<file path="src/rtl/vga_pkg.sv">
// Shared VGA definitions: 640x480@60 timing, the 12-bit colour type,
// colour-bar constants used by the test pattern and the sprite modules.
package vga_pkg;

  localparam int unsigned VGA_H_ACTIVE = 640;
  localparam int unsigned VGA_H_FP     = 16;
  localparam int unsigned VGA_H_SYNC   = 96;
  localparam int unsigned VGA_H_BP     = 48;
  localparam int unsigned VGA_H_TOTAL  = VGA_H_ACTIVE + VGA_H_FP + VGA_H_SYNC + VGA_H_BP;

  localparam int unsigned VGA_V_ACTIVE = 480;
  localparam int unsigned VGA_V_FP     = 10;
  localparam int unsigned VGA_V_SYNC   = 2;
  localparam int unsigned VGA_V_BP     = 33;
  localparam int unsigned VGA_V_TOTAL  = VGA_V_ACTIVE + VGA_V_FP + VGA_V_SYNC + VGA_V_BP;

  localparam int unsigned CNT_W = 10;

  typedef logic [11:0] color_t;

  localparam color_t COLOR_WHITE   = 12'hFFF;
  localparam color_t COLOR_YELLOW  = 12'hFF0;
  localparam color_t COLOR_CYAN    = 12'h0FF;
  localparam color_t COLOR_GREEN   = 12'h0F0;
  localparam color_t COLOR_MAGENTA = 12'hF0F;
  localparam color_t COLOR_RED     = 12'hF00;
  localparam color_t COLOR_BLUE    = 12'h00F;
  localparam color_t COLOR_BLACK   = 12'h000;

  // Active-high internal flags carried down the delay line
  typedef struct packed {
    logic video_on;
    logic hsync;
    logic vsync;
  } vflags_t;

  // Eight 80-pixel vertical bars across the visible line
  function automatic color_t bar_color(input logic [CNT_W-1:0] col);
    color_t c;
    if      (col < 10'd80)  c = COLOR_WHITE;
    else if (col < 10'd160) c = COLOR_YELLOW;
    else if (col < 10'd240) c = COLOR_CYAN;
    else if (col < 10'd320) c = COLOR_GREEN;
    else if (col < 10'd400) c = COLOR_MAGENTA;
    else if (col < 10'd480) c = COLOR_RED;
    else if (col < 10'd560) c = COLOR_BLUE;
    else                    c = COLOR_BLACK;
    return c;
  endfunction

endpackage

</file>
<file path="src/rtl/vga_sync_counter.sv">
// Pixel divider, horizontal/vertical scan counters, raw (undelayed)
// active/sync flags and the registered frame_start pulse.
module vga_sync_counter
  import vga_pkg::*;
#(
  parameter int unsigned H_ACTIVE = VGA_H_ACTIVE,
  parameter int unsigned H_FP     = VGA_H_FP,
  parameter int unsigned H_SYNC   = VGA_H_SYNC,
  parameter int unsigned H_BP     = VGA_H_BP,
  parameter int unsigned V_ACTIVE = VGA_V_ACTIVE,
  parameter int unsigned V_FP     = VGA_V_FP,
  parameter int unsigned V_SYNC   = VGA_V_SYNC,
  parameter int unsigned V_BP     = VGA_V_BP,
  parameter int unsigned CLK_DIV  = 4
) (
  input  logic             clk,
  input  logic             reset,
  output logic             pix_tick,
  output logic [CNT_W-1:0] h_cnt,
  output logic [CNT_W-1:0] v_cnt,
  output logic             video_on,
  output logic             hsync_act,
  output logic             vsync_act,
  output logic             frame_start
);

  localparam int unsigned DIV_W   = $clog2(CLK_DIV);
  localparam int unsigned H_TOTAL = H_ACTIVE + H_FP + H_SYNC + H_BP;
  localparam int unsigned V_TOTAL = V_ACTIVE + V_FP + V_SYNC + V_BP;

  localparam logic [DIV_W-1:0] DIV_LAST = DIV_W'(CLK_DIV - 1);
  localparam logic [CNT_W-1:0] H_LAST   = CNT_W'(H_TOTAL - 1);
  localparam logic [CNT_W-1:0] V_LAST   = CNT_W'(V_TOTAL - 1);
  localparam logic [CNT_W-1:0] H_ACT_C  = CNT_W'(H_ACTIVE);
  localparam logic [CNT_W-1:0] V_ACT_C  = CNT_W'(V_ACTIVE);
  localparam logic [CNT_W-1:0] HS_BEG   = CNT_W'(H_ACTIVE + H_FP);
  localparam logic [CNT_W-1:0] HS_END   = CNT_W'(H_ACTIVE + H_FP + H_SYNC);
  localparam logic [CNT_W-1:0] VS_BEG   = CNT_W'(V_ACTIVE + V_FP);
  localparam logic [CNT_W-1:0] VS_END   = CNT_W'(V_ACTIVE + V_FP + V_SYNC);

  logic [DIV_W-1:0] div_cnt_q, div_cnt_d;
  logic [CNT_W-1:0] h_cnt_q, h_cnt_d;
  logic [CNT_W-1:0] v_cnt_q, v_cnt_d;
  logic             frame_start_q, frame_start_d;

  assign pix_tick = (div_cnt_q == DIV_LAST);

  // Next-state for divider and scan counters; frame_start fires as (0,0) loads
  always_comb begin
    div_cnt_d     = div_cnt_q + 1'b1;
    h_cnt_d       = h_cnt_q;
    v_cnt_d       = v_cnt_q;
    frame_start_d = 1'b0;
    if (pix_tick) begin
      div_cnt_d = '0;
      if (h_cnt_q == H_LAST) begin
        h_cnt_d = '0;
        if (v_cnt_q == V_LAST) begin
          v_cnt_d       = '0;
          frame_start_d = 1'b1;
        end else begin
          v_cnt_d = v_cnt_q + 1'b1;
        end
      end else begin
        h_cnt_d = h_cnt_q + 1'b1;
      end
    end
  end

  // Counter registers with synchronous reset
  always_ff @(posedge clk) begin
    if (reset) begin
      div_cnt_q     <= '0;
      h_cnt_q       <= '0;
      v_cnt_q       <= '0;
      frame_start_q <= 1'b0;
    end else begin
      div_cnt_q     <= div_cnt_d;
      h_cnt_q       <= h_cnt_d;
      v_cnt_q       <= v_cnt_d;
      frame_start_q <= frame_start_d;
    end
  end

  assign h_cnt       = h_cnt_q;
  assign v_cnt       = v_cnt_q;
  assign frame_start = frame_start_q;
  assign video_on    = (h_cnt_q < H_ACT_C) && (v_cnt_q < V_ACT_C);
  assign hsync_act   = (h_cnt_q >= HS_BEG) && (h_cnt_q < HS_END);
  assign vsync_act   = (v_cnt_q >= VS_BEG) && (v_cnt_q < VS_END);

endmodule

</file>
<file path="src/rtl/vga_timing_gen.sv">
// VGA timing generator and registered pixel output stage.
// Optional colour-bar test pattern: define VGA_TEST_PATTERN_EN.
module vga_timing_gen
  import vga_pkg::*;
#(
  parameter int unsigned H_ACTIVE   = VGA_H_ACTIVE,
  parameter int unsigned H_FP       = VGA_H_FP,
  parameter int unsigned H_SYNC     = VGA_H_SYNC,
  parameter int unsigned H_BP       = VGA_H_BP,
  parameter int unsigned V_ACTIVE   = VGA_V_ACTIVE,
  parameter int unsigned V_FP       = VGA_V_FP,
  parameter int unsigned V_SYNC     = VGA_V_SYNC,
  parameter int unsigned V_BP       = VGA_V_BP,
  parameter int unsigned CLK_DIV    = 4,
  parameter int unsigned PIPE_DELAY = 2,
  parameter int unsigned SYNC_POL   = 0
) (
  input  logic             clk,
  input  logic             reset,
  output logic [CNT_W-1:0] pix_row,
  output logic [CNT_W-1:0] pix_col,
  output logic             video_on,
  output logic             pix_tick,
  output logic             frame_start,
  input  logic             pattern_en,
  input  logic [11:0]      color_in,
  output logic [3:0]       vga_r,
  output logic [3:0]       vga_g,
  output logic [3:0]       vga_b,
  output logic             vga_hsync,
  output logic             vga_vsync
);

  localparam logic SYNC_ACT = (SYNC_POL != 0);

  logic    hsync_act, vsync_act;
  vflags_t flags_now;

  vga_sync_counter #(
    .H_ACTIVE (H_ACTIVE),
    .H_FP     (H_FP),
    .H_SYNC   (H_SYNC),
    .H_BP     (H_BP),
    .V_ACTIVE (V_ACTIVE),
    .V_FP     (V_FP),
    .V_SYNC   (V_SYNC),
    .V_BP     (V_BP),
    .CLK_DIV  (CLK_DIV)
  ) u_sync_counter (
    .clk         (clk),
    .reset       (reset),
    .pix_tick    (pix_tick),
    .h_cnt       (pix_col),
    .v_cnt       (pix_row),
    .video_on    (video_on),
    .hsync_act   (hsync_act),
    .vsync_act   (vsync_act),
    .frame_start (frame_start)
  );

  assign flags_now = '{video_on: video_on, hsync: hsync_act, vsync: vsync_act};

  // The pattern build also carries the column so bars line up with the delayed flags
`ifdef VGA_TEST_PATTERN_EN
  localparam int unsigned TAP_W = 3 + CNT_W;
  logic [TAP_W-1:0] tap_now;
  assign tap_now = {flags_now, pix_col};
`else
  localparam int unsigned TAP_W = 3;
  logic [TAP_W-1:0] tap_now;
  assign tap_now = flags_now;
`endif

  logic [TAP_W-1:0] tap_out;

  if (PIPE_DELAY > 1) begin : g_dly
    logic [TAP_W-1:0] dly_q [PIPE_DELAY-1];
    logic [TAP_W-1:0] dly_d [PIPE_DELAY-1];

    // Shift the flag delay line one stage per pixel tick
    always_comb begin
      dly_d = dly_q;
      if (pix_tick) begin
        dly_d[0] = tap_now;
        for (int unsigned i = 1; i < PIPE_DELAY - 1; i++) begin
          dly_d[i] = dly_q[i-1];
        end
      end
    end

    // Delay stages clear to inactive so no sync pulse survives a reset
    always_ff @(posedge clk) begin
      if (reset) dly_q <= '{default: '0};
      else       dly_q <= dly_d;
    end

    assign tap_out = dly_q[PIPE_DELAY-2];
  end else begin : g_nodly
    assign tap_out = tap_now;
  end

  vflags_t flags_tap;
  color_t  color_sel;
  assign flags_tap = tap_out[TAP_W-1 -: 3];

`ifdef VGA_TEST_PATTERN_EN
  assign color_sel = pattern_en ? bar_color(tap_out[CNT_W-1:0]) : color_in;
`else
  logic unused_pattern_en;
  assign unused_pattern_en = pattern_en;
  assign color_sel         = color_in;
`endif

  color_t rgb_q, rgb_d;
  logic   hsync_q, hsync_d;
  logic   vsync_q, vsync_d;

  // Output stage: blank outside the active area, apply sync polarity
  always_comb begin
    rgb_d   = rgb_q;
    hsync_d = hsync_q;
    vsync_d = vsync_q;
    if (pix_tick) begin
      rgb_d   = flags_tap.video_on ? color_sel : '0;
      hsync_d = flags_tap.hsync ~^ SYNC_ACT;
      vsync_d = flags_tap.vsync ~^ SYNC_ACT;
    end
  end

  // Output registers, reset to black and inactive sync
  always_ff @(posedge clk) begin
    if (reset) begin
      rgb_q   <= '0;
      hsync_q <= ~SYNC_ACT;
      vsync_q <= ~SYNC_ACT;
    end else begin
      rgb_q   <= rgb_d;
      hsync_q <= hsync_d;
      vsync_q <= vsync_d;
    end
  end

  assign vga_r     = rgb_q[11:8];
  assign vga_g     = rgb_q[7:4];
  assign vga_b     = rgb_q[3:0];
  assign vga_hsync = hsync_q;
  assign vga_vsync = vsync_q;

endmodule
</file>
<file path="config.mk">
export PLATFORM = sky130hd
export DESIGN_NAME = vga_timing_gen
export DESIGN_NICKNAME = d
export VERILOG_FILES = /design/src/rtl/vga_pkg.sv /design/src/rtl/vga_sync_counter.sv /design/src/rtl/vga_timing_gen.sv
export SDC_FILE = /design/constraint.sdc
export NUM_CORES = 1
export LEC_CHECK = 0
export BUFFER_PORTS_ARGS = -buffer_cell sky130_fd_sc_hd__buf_2
export CORE_AREA = 2 2 75 77
export DETAILED_ROUTE_END_ITERATION = 10
export DIE_AREA = 0 0 77 79
export GPL_TIMING_DRIVEN = 0
export PLACE_DENSITY = 0.6
export SLEW_MARGIN = 20
export SYNTH_ARGS = -nofsm -noshare
export SYNTH_HDL_FRONTEND = slang
export SYNTH_HIERARCHICAL = 1
export SYNTH_SLANG_ARGS = --single-unit
</file>
<file path="constraint.sdc">
create_clock -name clk -period 4.6 [get_ports clk]
set_input_delay 0.69 -clock clk [delete_from_list [all_inputs] [get_ports clk]]
set_output_delay 0.69 -clock clk [all_outputs]
set_load 0.005 [all_outputs]
</file>
# Yosys cells after proc, flatten, opt, wreduce, memory -nomap -nowiden
# Index checks and enable logic that the tools add are counted.
[totals]
ff_bits = 40
latchBits = 0
ram_bits = 0
mem_bits_ro = 0
input_bits = 15
out_inout_bits = 37
word_cells = 34
memories = 0
[classes]
add_sub_neg = 3
n_mul = 0
div = 0
order_cmp = 6
eq_ne = 3
shift = 0
mux = 4
bitwise = 4
n_reduce_logical = 6
[ops]
columns = ["operator", "count"]
rows = [
  ["adder 10 x 1 -> 10 bit (second input constant)", 2],
  ["equality test 10 bit (second input constant)", 2],
  ["< comparator 10 bit (second input constant)", 2],
  ["< comparator 10 x 9 -> 1 bit (second input constant)", 2],
  ["two-way mux 10 bit", 2],
  ["two-way mux 12 bit", 1],
  [">= comparator 10 bit (second input constant)", 1],
  [">= comparator 10 x 9 -> 1 bit (second input constant)", 1],
  ["inverter 1 bit", 4],
  ["logical AND 1 bit", 3],
  ["OR reduction 3 bit", 1],
  ["adder 2 x 1 -> 2 bit (second input constant)", 1],
  ["equality test 2 bit (second input constant)", 1],
  ["AND reduction 2 bit", 1],
  ["OR reduction 2 bit", 1],
  ["two-way mux 1 bit", 1],
]

# Logic depth before layout (Yosys ltp)
[logic_depth]
ltp_word = 3
depth_mapped = 7
ltp_nobuf = 6

# Hierarchy
# The synthesis kept the hierarchy.
[by_module_without_submodules]
columns = ["mod", "instances", "cells_per_inst", "area_per_inst_um2"]
rows = [
  ["vga_sync_counter", 1, 128, 1146.1],
  ["vga_timing_gen", 1, 71, 758.2],
]

# Worst setup path after synthesis
# Ideal clock, no wire load.
[synth_path]
path_type = "register to register"
startpoint = "reg u_sync_counter.div_cnt_q[0]"
endpoint = "reg u_sync_counter.v_cnt_q[7], in the netlist u_sync_counter/v_cnt[7]"
setup_time_ns = 0.070
arrival_ns = 1.608
t_required_ns = 4.530
path_slack_ns = 2.922
path_stages_with_launch = 8
path_buffers = 2
period_less_slack_ns = 1.678
path_cell_list = "dfxtp_1 ha_1 buf_4 and4_1 buf_6 nand4_4 or3_1 a21oi_1"
[synth_between]
elab_chain_cells = 2
[synth_rtl]
columns = ["item", "line", "rtl"]
rows = [
  ["from (decl)", "vga_sync_counter.sv:41", "logic [DIV_W-1:0] div_cnt_q, div_cnt_d;"],
  ["from (signal assigned)", "vga_sync_counter.sv:78", "div_cnt_q <= div_cnt_d;"],
  ["equality test 2 bit", "vga_sync_counter.sv:46", "assign pix_tick = (div_cnt_q == DIV_LAST);"],
  ["via pix_tick", "vga_timing_gen.sv:23", "output logic pix_tick,"],
  ["AND reduction 2 bit (no line)", "-", ""],
  ["to (signal assigned)", "vga_sync_counter.sv:80", "v_cnt_q <= v_cnt_d;"],
  ["to (decl)", "vga_sync_counter.sv:43", "logic [CNT_W-1:0] v_cnt_q, v_cnt_d;"],
]
# The timed path passes the listed nets, and every way through them passes these cells.
# A chain may end at the register's enable or synchronous reset.

# Final worst setup path
[layout_path]
startpoint = "reg u_sync_counter.div_cnt_q[0]"
endpoint = "reg u_sync_counter.v_cnt_q[0], in the netlist u_sync_counter/v_cnt[0]"
[layout_between]
elab_chain_cells = 2
[layout_rtl]
columns = ["item", "line"]
rows = [
  ["equality test 2 bit", "vga_sync_counter.sv:46"],
  ["AND reduction 2 bit (no line)", "-"],
]
# Every way passes these cells.

==> run metrics <==
status=complete, no violations; Core Box Area=5340 sq um; main flop type after synthesis=dfxtp_1; P&R area growth vs syn=22.5%; I/O Buffers=49; Die Height=roughly 79 um; Routed Antenna Nets=0; # resized after CTS=0; Clock Skew=5.55 ps; CTS tree=yes; global-route wire length before repair=6820 um; largest net degree at the start of global routing=13; Avg Synthesized Cell Area=approximately 9.6 sq um; setup violators final=0; RR Startpoint=u_sync_counter/div_cnt_q[0]$_SDFF_PP0_; startpoint types=flop; CP bufs+invs=2; CTS root buffer=clkbuf_8; required time of the critical path=approximately 4800 ps; crit path capture type=flop; Synth Area in Adders=0.0329; vias in the first global route=1,455; post-synthesis cell type count=36; Post-Syn Nets=219; Largest delay share family, worst path=simple AND/OR/NAND/NOR gates; multiplexer area fraction after synthesis=0.0158; FP Rows=27; Post-DP Area=2240 sq um; DP HPWL=approximately 3000 um; ANT cells=0; Largest stage delay, worst path=380 ps; Num CTS Buffers=5; sequential share of power=0.556; FF+latch count, synth=40; GRT overflow=0; Leak=between 0.0009 and 0.001 uW; unrepaired setup endpoints after global routing=false; crit path max-delay cell type=o21bai_2; Yosys warnings=6; Worst Path Max Fanout=9; Tmin final=1940 ps; Max Freq=around 0.52 GHz; Post-CTS Hold Fix Bufs=0; Slew Limit Headroom=0.678; NetSw=146 uW; CP cell instances=ha_1 -> buf_4 -> and4_1 -> buf_6 -> nand3_1 -> o21bai_2 -> nor2_1; worst hold slack=450 ps; actual slew at the worst max-slew pin=483 ps; WL/cell=12.6 um; Final GP Congestion=0.668; Internal=around 500 uW; layout cells sized above 1=0.359; MaxCap Viol Count=0; VDD IR max=0.000123 V; clock transition at the registers of the reported paths=80 ps; hold crit path type=flop to flop; CTS H-Tree Depth=2; Final Max Tran Viols=0; Critical Path Source=u_sync_counter/div_cnt_q[0]$_SDFF_PP0_; chip width=77 um; Mapped Cells=just under 200; Post-synth EDFFs=0; Clk pwr share=0.377; Synth async-reset ratio=0; Combinational Power Share=0.067; Die ar.=6080 sq um; Hold Crit Start=u_sync_counter/div_cnt_q[0]$_SDFF_PP0_; largest family of logic cells by synthesized area=simple AND/OR/NAND/NOR gates; power per cell area=272 nW/um^2; initial antenna violation count=0; via count=1,588; Total Routing Usage GR=0.142; Post-CTS Setup Bufs=0; WL final=approximately 4100 um; clk buf depth=2; Mapped Area=between 1500 and 2000 sq um; post-synthesis sequential area ratio=0.420; post-synthesis simple-gate area fraction=0.311; initial DRC count=60; Synth Area in XOR/XNOR=0.0690; dpl cells=between 300 and 400; Final Cell Area=about 2300 sq um; Starting Density=0.357; CP Class=flop to flop; Synth Area in Compound Gates=0.0933; number of nets in the layout=between 200 and 300; final hold violations=0; IO Pins=52; Via density=4.84; Worst EP arrival=2110 ps; Finished Layout Cells=328; drt pass-1 iters=4; Tcrit/Tclk final=0.422; Worst-Skew Late Latency=around 290 ps; switching share of power=0.230; DRC errors left=0; TNS Setup=0 ps; clock sink total=40
final timing paths:
path	end	slack, ps	cells past startpoint
worst max register to register	u_sync_counter/v_cnt[0]$_SDFFE_PP0P_	2660	7
worst max-delay path	u_sync_counter/v_cnt[0]$_SDFFE_PP0P_	2660	7
worst min register to register	u_sync_counter/div_cnt_q[0]$_SDFF_PP0_	450	1
worst min-delay path	u_sync_counter/div_cnt_q[0]$_SDFF_PP0_	450	1
cells by family (layout without fill, tap and decap cells):
family,after synthesis,in the layout
xor gates and xnor gates,15,15
AOI/OAI and AO/OA,25,25
adders and majority gates,5,5
buffers and inverters,15,72
muxes,3,3
and+or+nand+nor,96,96
DFF,40,40
metrics by stage:
step | total power, uW | worst slack (ps) | utilization
floorplan | 390 | 2920 | -
global placement | 404 | 2700 | 0.420
detailed placement | 404 | 2680 | 0.420
CTS | 648 | 2670 | 0.437
global route | 666 | 2500 | 0.437
finish | 635 | 2660 | 0.437
layer usage:
metal	GRT usage	routed length (um)	vias up
li1	-	-	801
met1	0.189	2060	728
met2	0.222	1800	52
met3	0.0318	232	7
met4	0.0607	60	0
met5	0	0	-
registers in the layout, summed over array words and instances (netlist names):
name	count
vga_vsync	1
u_sync_counter/div_cnt_q	2
flags_tap	3
u_sync_counter/v_cnt	10
rgb_q	12
u_sync_counter/frame_start	1
u_sync_counter/h_cnt	10
vga_hsync	1
power groups by stage:
stage                     clock network (uW)  logic (uW)  registers, uW
after CTS                                252        43.3            353
after detailed placement                   0        43.2            361
after floorplan                            0        28.9            361
after global routing                     265        46.7            354
after global placement                     0        43.3            361
final                                    239        42.6            353
cell usage after synthesis, types with 4 or more instances:
master    number  share of area
dfxtp_1       40           0.42
nand2_1        9          0.018
nand4_1        6          0.020
nand3_1        9          0.024
a21oi_1        7          0.018
ha_1           5          0.033
o21ai_0        4          0.011
buf_4          5          0.020
xor2_1        10          0.046
nor2_1        21          0.041
inv_1          4         0.0079
nand3_2       10          0.053
nand2b_1      14          0.046
xnor2_1        5          0.023
nor3_1         5          0.013
a21oi_2       10          0.046
layout by cell type (no fill, tap or decap), drive strengths merged:
cell	count
a21o	2
a21oi	17
and3	3
and4	3
and4b	2
and4bb	1
buf	59
clkbuf	7
clkinv	2
dfxtp	40
ha	5
inv	4
mux2i	3
nand2	9
nand2b	14
nand3	19
nand4	7
nand4b	2
nor2	21
nor3	5
nor3b	1
nor4	2
o21ai	4
o21bai	1
o311ai	1
or2	3
or3	3
or4b	1
xnor2	5
xor2	10
final cells by class:
cell class	count	area, sq um
clock buffer	6	82.6
tap	72	90.1
timing repair buffer	49	245
clock inverter	2	10.0
sequential	40	801
inverter	4	15.0
fill	558	3010
buffer	11	93.8
multi-input combinational	144	995
Note: power is estimated with default switching activity, not from simulation.
